$ cat src/rtl/hazard_ctrl.sv
// Decode-stage hazard and forwarding controller with a shadow pipeline of in-flight writers.
// Define HAZ_FWD_BYPASS_EN to enable forwarding; otherwise the unit is a pure interlock.
module hazard_ctrl #(
  parameter int unsigned REG_WORDS  = 32,
  parameter int unsigned DEPTH      = 3,
  parameter int unsigned ALU_READY  = 0,
  parameter int unsigned LOAD_READY = 1,
  parameter bit          REG0_ZERO  = 1'b1,
  parameter int unsigned CNT_BITS   = 16,
  localparam int unsigned AW = $clog2(REG_WORDS),
  localparam int unsigned SW = $clog2(DEPTH + 1)
) (
  input  logic                clk,
  input  logic                rst_,
  input  logic                id_valid,
  input  logic [AW-1:0]       r1_addr,
  input  logic [AW-1:0]       r2_addr,
  input  logic                r1_used,
  input  logic                r2_used,
  input  logic [AW-1:0]       waddr,
  input  logic                rw_,
  input  logic                sel_mem,
  input  logic                flush,
  output logic                stall,
  output logic                bubble,
  output logic [SW-1:0]       fwd1_sel,
  output logic [SW-1:0]       fwd2_sel,
  output logic [CNT_BITS-1:0] stall_cnt
);

`ifdef HAZ_FWD_BYPASS_EN
  localparam bit BYPASS = 1'b1;
`else
  localparam bit BYPASS = 1'b0;
`endif

  // Shadow pipeline: index 0 is EX, higher indices are older stages.
  logic [DEPTH-1:0] e_valid;
  logic [DEPTH-1:0] e_wr;
  logic [DEPTH-1:0] e_load;
  logic [AW-1:0]    e_waddr [DEPTH];

  logic [AW-1:0] src [2];
  logic [1:0]    used;
  logic [1:0]    hit;
  logic [1:0]    win_load;
  logic [1:0]    ready;
  logic [1:0]    not_ready;
  logic [SW-1:0] win_idx [2];
  logic [SW-1:0] fwd [2];
  logic          take;

  assign src[0] = r1_addr;
  assign src[1] = r2_addr;
  assign used   = {r2_used, r1_used};

  // Youngest matching writer per operand: scan oldest to youngest so the lowest index wins.
  always_comb begin
    hit      = '0;
    win_load = '0;
    win_idx[0] = '0;
    win_idx[1] = '0;
    for (int op = 0; op < 2; op++) begin
      for (int k = int'(DEPTH) - 1; k >= 0; k--) begin
        if (used[op] && id_valid && e_valid[k] && e_wr[k] &&
            (e_waddr[k] == src[op]) && !(REG0_ZERO && (src[op] == '0))) begin
          hit[op]      = 1'b1;
          win_idx[op]  = SW'(k);
          win_load[op] = e_load[k];
        end
      end
    end
  end

  // Latency check; without bypass every match interlocks until the producer leaves the window.
  always_comb begin
    ready     = '0;
    not_ready = '0;
    fwd[0]    = '0;
    fwd[1]    = '0;
    for (int op = 0; op < 2; op++) begin
      ready[op]     = 32'(win_idx[op]) >= (win_load[op] ? LOAD_READY : ALU_READY);
      not_ready[op] = hit[op] && (!BYPASS || !ready[op]);
      if (hit[op] && BYPASS && ready[op]) begin
        fwd[op] = win_idx[op] + SW'(1);
      end
    end
  end

  assign stall    = !flush && (|not_ready);
  assign fwd1_sel = fwd[0];
  assign fwd2_sel = fwd[1];
  assign take     = id_valid && !stall && !flush;

  // Shift the shadow pipeline; a stalled, flushed or empty decode slot enters as a bubble.
  always_ff @(posedge clk or negedge rst_) begin
    if (!rst_) begin
      e_valid   <= '0;
      e_wr      <= '0;
      e_load    <= '0;
      for (int k = 0; k < int'(DEPTH); k++) begin
        e_waddr[k] <= '0;
      end
      bubble    <= 1'b0;
      stall_cnt <= '0;
    end else begin
      for (int k = int'(DEPTH) - 1; k > 0; k--) begin
        e_valid[k] <= e_valid[k-1];
        e_wr[k]    <= e_wr[k-1];
        e_load[k]  <= e_load[k-1];
        e_waddr[k] <= e_waddr[k-1];
      end
      e_valid[0] <= take;
      e_wr[0]    <= take && !rw_;
      e_load[0]  <= take && sel_mem;
      e_waddr[0] <= take ? waddr : '0;
      bubble     <= !take;
      if (stall && (stall_cnt != '1)) begin
        stall_cnt <= stall_cnt + CNT_BITS'(1);
      end
    end
  end

endmodule
$ cat config.mk
export PLATFORM = sky130hd
export DESIGN_NAME = hazard_ctrl
export DESIGN_NICKNAME = d
export VERILOG_FILES = /design/src/rtl/hazard_ctrl.sv
export SDC_FILE = /design/constraint.sdc
export NUM_CORES = 1
export LEC_CHECK = 0
export BUFFER_PORTS_ARGS = -buffer_cell sky130_fd_sc_hd__buf_2
export CAP_MARGIN = 20
export CORE_UTILIZATION = 30
export CTS_BUF_LIST = sky130_fd_sc_hd__clkbuf_4 sky130_fd_sc_hd__clkbuf_8 sky130_fd_sc_hd__clkbuf_16
export CTS_CLUSTER_SIZE = 40
export DETAILED_ROUTE_END_ITERATION = 8
export PLACE_DENSITY = 0.57
export SYNTH_ARGS = -nofsm -noshare
export SYNTH_HDL_FRONTEND = slang
export SYNTH_SLANG_ARGS = --single-unit
$ cat constraint.sdc
create_clock -name clk -period 2.9 [get_ports clk]
set_input_delay 0.145 -clock clk [delete_from_list [all_inputs] [get_ports clk]]
set_output_delay 0.145 -clock clk [all_outputs]
set_load 0.01 [all_outputs]
==> metrics.md <==
| Metric | Value |
|---|---|
| Outcome | completed |
| Global-route wire length before repair | 6078 µm |
| Leading area contributor after synthesis | dfrtp_1 |
| Chip Height | 80.33 µm |
| Path category of the worst min-delay check | input pin to register |
| Syn. warnings | 0 |
| Worst-path clk slew | 0.08 ns |
| Final net count | 225 |
| Post-CTS Setup Inserts | 0 |
| Post-route ant nets | 0 |
| Slew HR | 42.16% |
| Clk buf depth | 2 |
| Synth Cell Area | 0.001841 mm² |
| N_diodes | 0 |
| DRT Wirelength | 3508 µm |
| Initial antenna violation count | 0 |
| #FFs+latches synth | 38 |
| Cell count after synthesis | 156 |
| Power Total | 1.195 mW |
| CTS tree | built |
| Drt first pass iters | 4 |
| Area delta synth->final | 22.71% |
| Reg-to-reg slack, setup | 0.70 ns |
| Post-route clock period utilization | 75.75% |
| Critical path required time | 2.76 ns |
| Post-cts sizing count | 0 |
| Routability-driven placement congestion ratio | 0.7641 |
| Finished Cell Area | 0.002258 mm² |
| # IOs | 45 |
| Placed cell count | 267 |
| Leading post-synthesis cells by cell area | dfrtp_1 (52%), xnor2_1 (14%), xor2_1 (6.2%) |
| Fmax | 455.2 MHz |
| Fin. max-slew vios | 0 |
| Tmin final | 2.197 ns |
| # setup viols final | 0 |
| # DRC | 0 |
| Cts-stage hold buffer count | 2 |
| Hold_sp | waddr[1] |
| Die Span X | 80.33 µm |
| IO buf count | 39 |
| CP endpoint kind | output port |
| Crit path from | e_waddr[9] |
| Most common cell after layout, fill and taps aside | buf_2 |
| Highest ir drop seen on vdd | 259.6 µV |
| CTS root buf | clkbuf_8 |
| Post-synth top area share | 51.67% |
| Non-filler cells, final | 277 |
| RSZ-0062 raised after global routing | false |
| Sequential fraction of the synthesis area | 51.67% |
| Cell Area, Placed | 0.002096 mm² |
| Maxcap violations | 0 |
| Leakage | 1.111 nW |
| Register-to-Register Path Depth | 7 |
| CTS H-tree lvls | 2 |
| DRT iter0 DRCs | 17 |
| Filler cells | 582 |
| Most frequent cells in the layout | buf_2 (39), dfrtp_1 (38), xnor2_1 (30) |
| Num CTS Buffers | 5 |
| Largest net degree at the start of global routing | 39 |
| Min Hold Slack | 0.05858 ns |
| Clk_skew | 0.005802 ns |
| Layout cell share with drive strength beyond 1 | 26.73% |
| Row count | 28 |
| HPWL Detailed | 2583 µm |
| Avg Inst Size Synth | 11.80 µm² |
| Slew of the pin with the lowest slew margin | 0.8676 ns |
| Setup TNS | 0 ns |
| Clk_lat worst skew | 0.28 ns |
| Setup crit start kind | register |
| Total track usage | 12.57% |
| CORE AREA | 0.005921 mm² |
| Number of global-route vias before repair | 1282 |
| Setup CP Type | register to output port |
| Initial Util | 31.09% |
| Max Fanout on Critical Path | 9 |
| Hold Fails Final Rpt | 0 |
| Worst R2R Start | e_waddr[12] |
| DIE AREA | 0.006452 mm² |
| Vias | 1255 |
| Post-DR vias/cell | 4.531 |
| Hold Path Depth | 2 |
| Total global routing overflow | 0 |
| Hold endpoint | e_waddr[11] |
| Clk sink count | 38 |
| Distinct cells, synth | 31 |
| R2r endpoint | stall_cnt[15] |
| DR WL/cell | 12.66 µm |
| Arr. time, crit path | 2.05 ns |
| P per Cell Area | 529.3 mW/mm² |
## synthesized netlist by cell type
| library cell | count |
|---|---|
| nand2b_1 | 1 |
| o31ai_1 | 2 |
| clkbuf_1 | 1 |
| a21oi_2 | 1 |
| nand4_1 | 11 |
| and4bb_1 | 3 |
| nand3_1 | 6 |
| inv_1 | 3 |
| and4_1 | 1 |
| and3_1 | 4 |
| nor2_1 | 2 |
| and3_2 | 1 |
| nor2b_1 | 1 |
| ha_1 | 1 |
| dfrtp_1 | 38 |
| mux2_4 | 2 |
| nor4b_4 | 1 |
| o21a_1 | 2 |
| conb_1 | 1 |
| a21bo_1 | 1 |
| xnor2_1 | 30 |
| nor3_2 | 1 |
| buf_4 | 4 |
| or4_1 | 2 |
| and2_1 | 5 |
| nor3_1 | 9 |
| nand2_1 | 6 |
| o21ai_0 | 1 |
| buf_6 | 1 |
| mux2_2 | 1 |
| xor2_1 | 13 |
## sequential cells by signal, summed over array words and instances, names as in the netlist
signal	count
stall_cnt	16
e_waddr	15
e_valid	3
e_wr	3
bubble	1
## worst max path at each step
stage	end	slack (ns)	depth (start not counted)
after floorplan	stall_cnt[15]	0.95	8
after global placement	stall_cnt[15]	0.75	7
after detailed placement	stall_cnt[15]	0.70	7
after CTS	stall	0.66	7
after global routing	stall	0.56	7
final	stall	0.70	7
## report_power, final
group	internal, mW	leakage [nW]	switching (mW)
Clock	0.367	0.0714	0.186
Combinational	0.0414	0.526	0.0465
Sequential	0.544	0.514	0.0115
Total	0.952	1.11	0.244
## logic make-up (layout without fill, tap and decap cells)
logic type / count (synthesis) / count (layout) / share of synthesized area [%]
other cells: 1 / 4 / 0.2037
compound gates: 7 / 7 / 2.923
flops: 38 / 38 / 51.67
xor+xnor: 43 / 43 / 20.46
buf+inv: 9 / 52 / 3.059
simple gates: 54 / 54 / 18.76
mux: 3 / 3 / 2.243
fa+ha+maj: 1 / 1 / 0.6797
## through the flow
stage	utilization, %	setup slack, ns
final	38.14	0.7033
after floorplan	-	0.9458
after CTS	38.14	0.6595
after global placement	35.40	0.7505
after detailed placement	35.40	0.7036
after global routing	38.14	0.5644
## metal layers
layer,vias to the layer above,global-route usage (%),part of all wire [%]
met5,-,0,0
li1,619,-,-
met3,7,3.409,2.6
met1,606,16.09,47
met2,23,19.74,48
met4,0,5.536,1.7
## critical path, cell delays in order, from the launching register on
cell and delay (ns):
dfrtp_1 0.43, xnor2_1 0.14, nand4_1 0.09, nor3_1 0.06
o31ai_1 0.46, a21bo_1 0.39, inv_1 0.07, buf_2 0.14
## cell type report
| class | count | area [µm²] | share of cell area [%] |
|---|---|---|---|
| flip-flops and latches | 38 | 950.9 | 42.11 |
| clock inverters | 2 | 60.06 | 2.659 |
| clock buffers | 6 | 82.58 | 3.657 |
| well taps | 75 | 93.84 | 4.155 |
| multi-input cells | 112 | 844.6 | 37.40 |
| inverters | 3 | 11.26 | 0.4986 |
| repair buffers | 41 | 215.2 | 9.529 |
(Power assumes the default switching activity.)
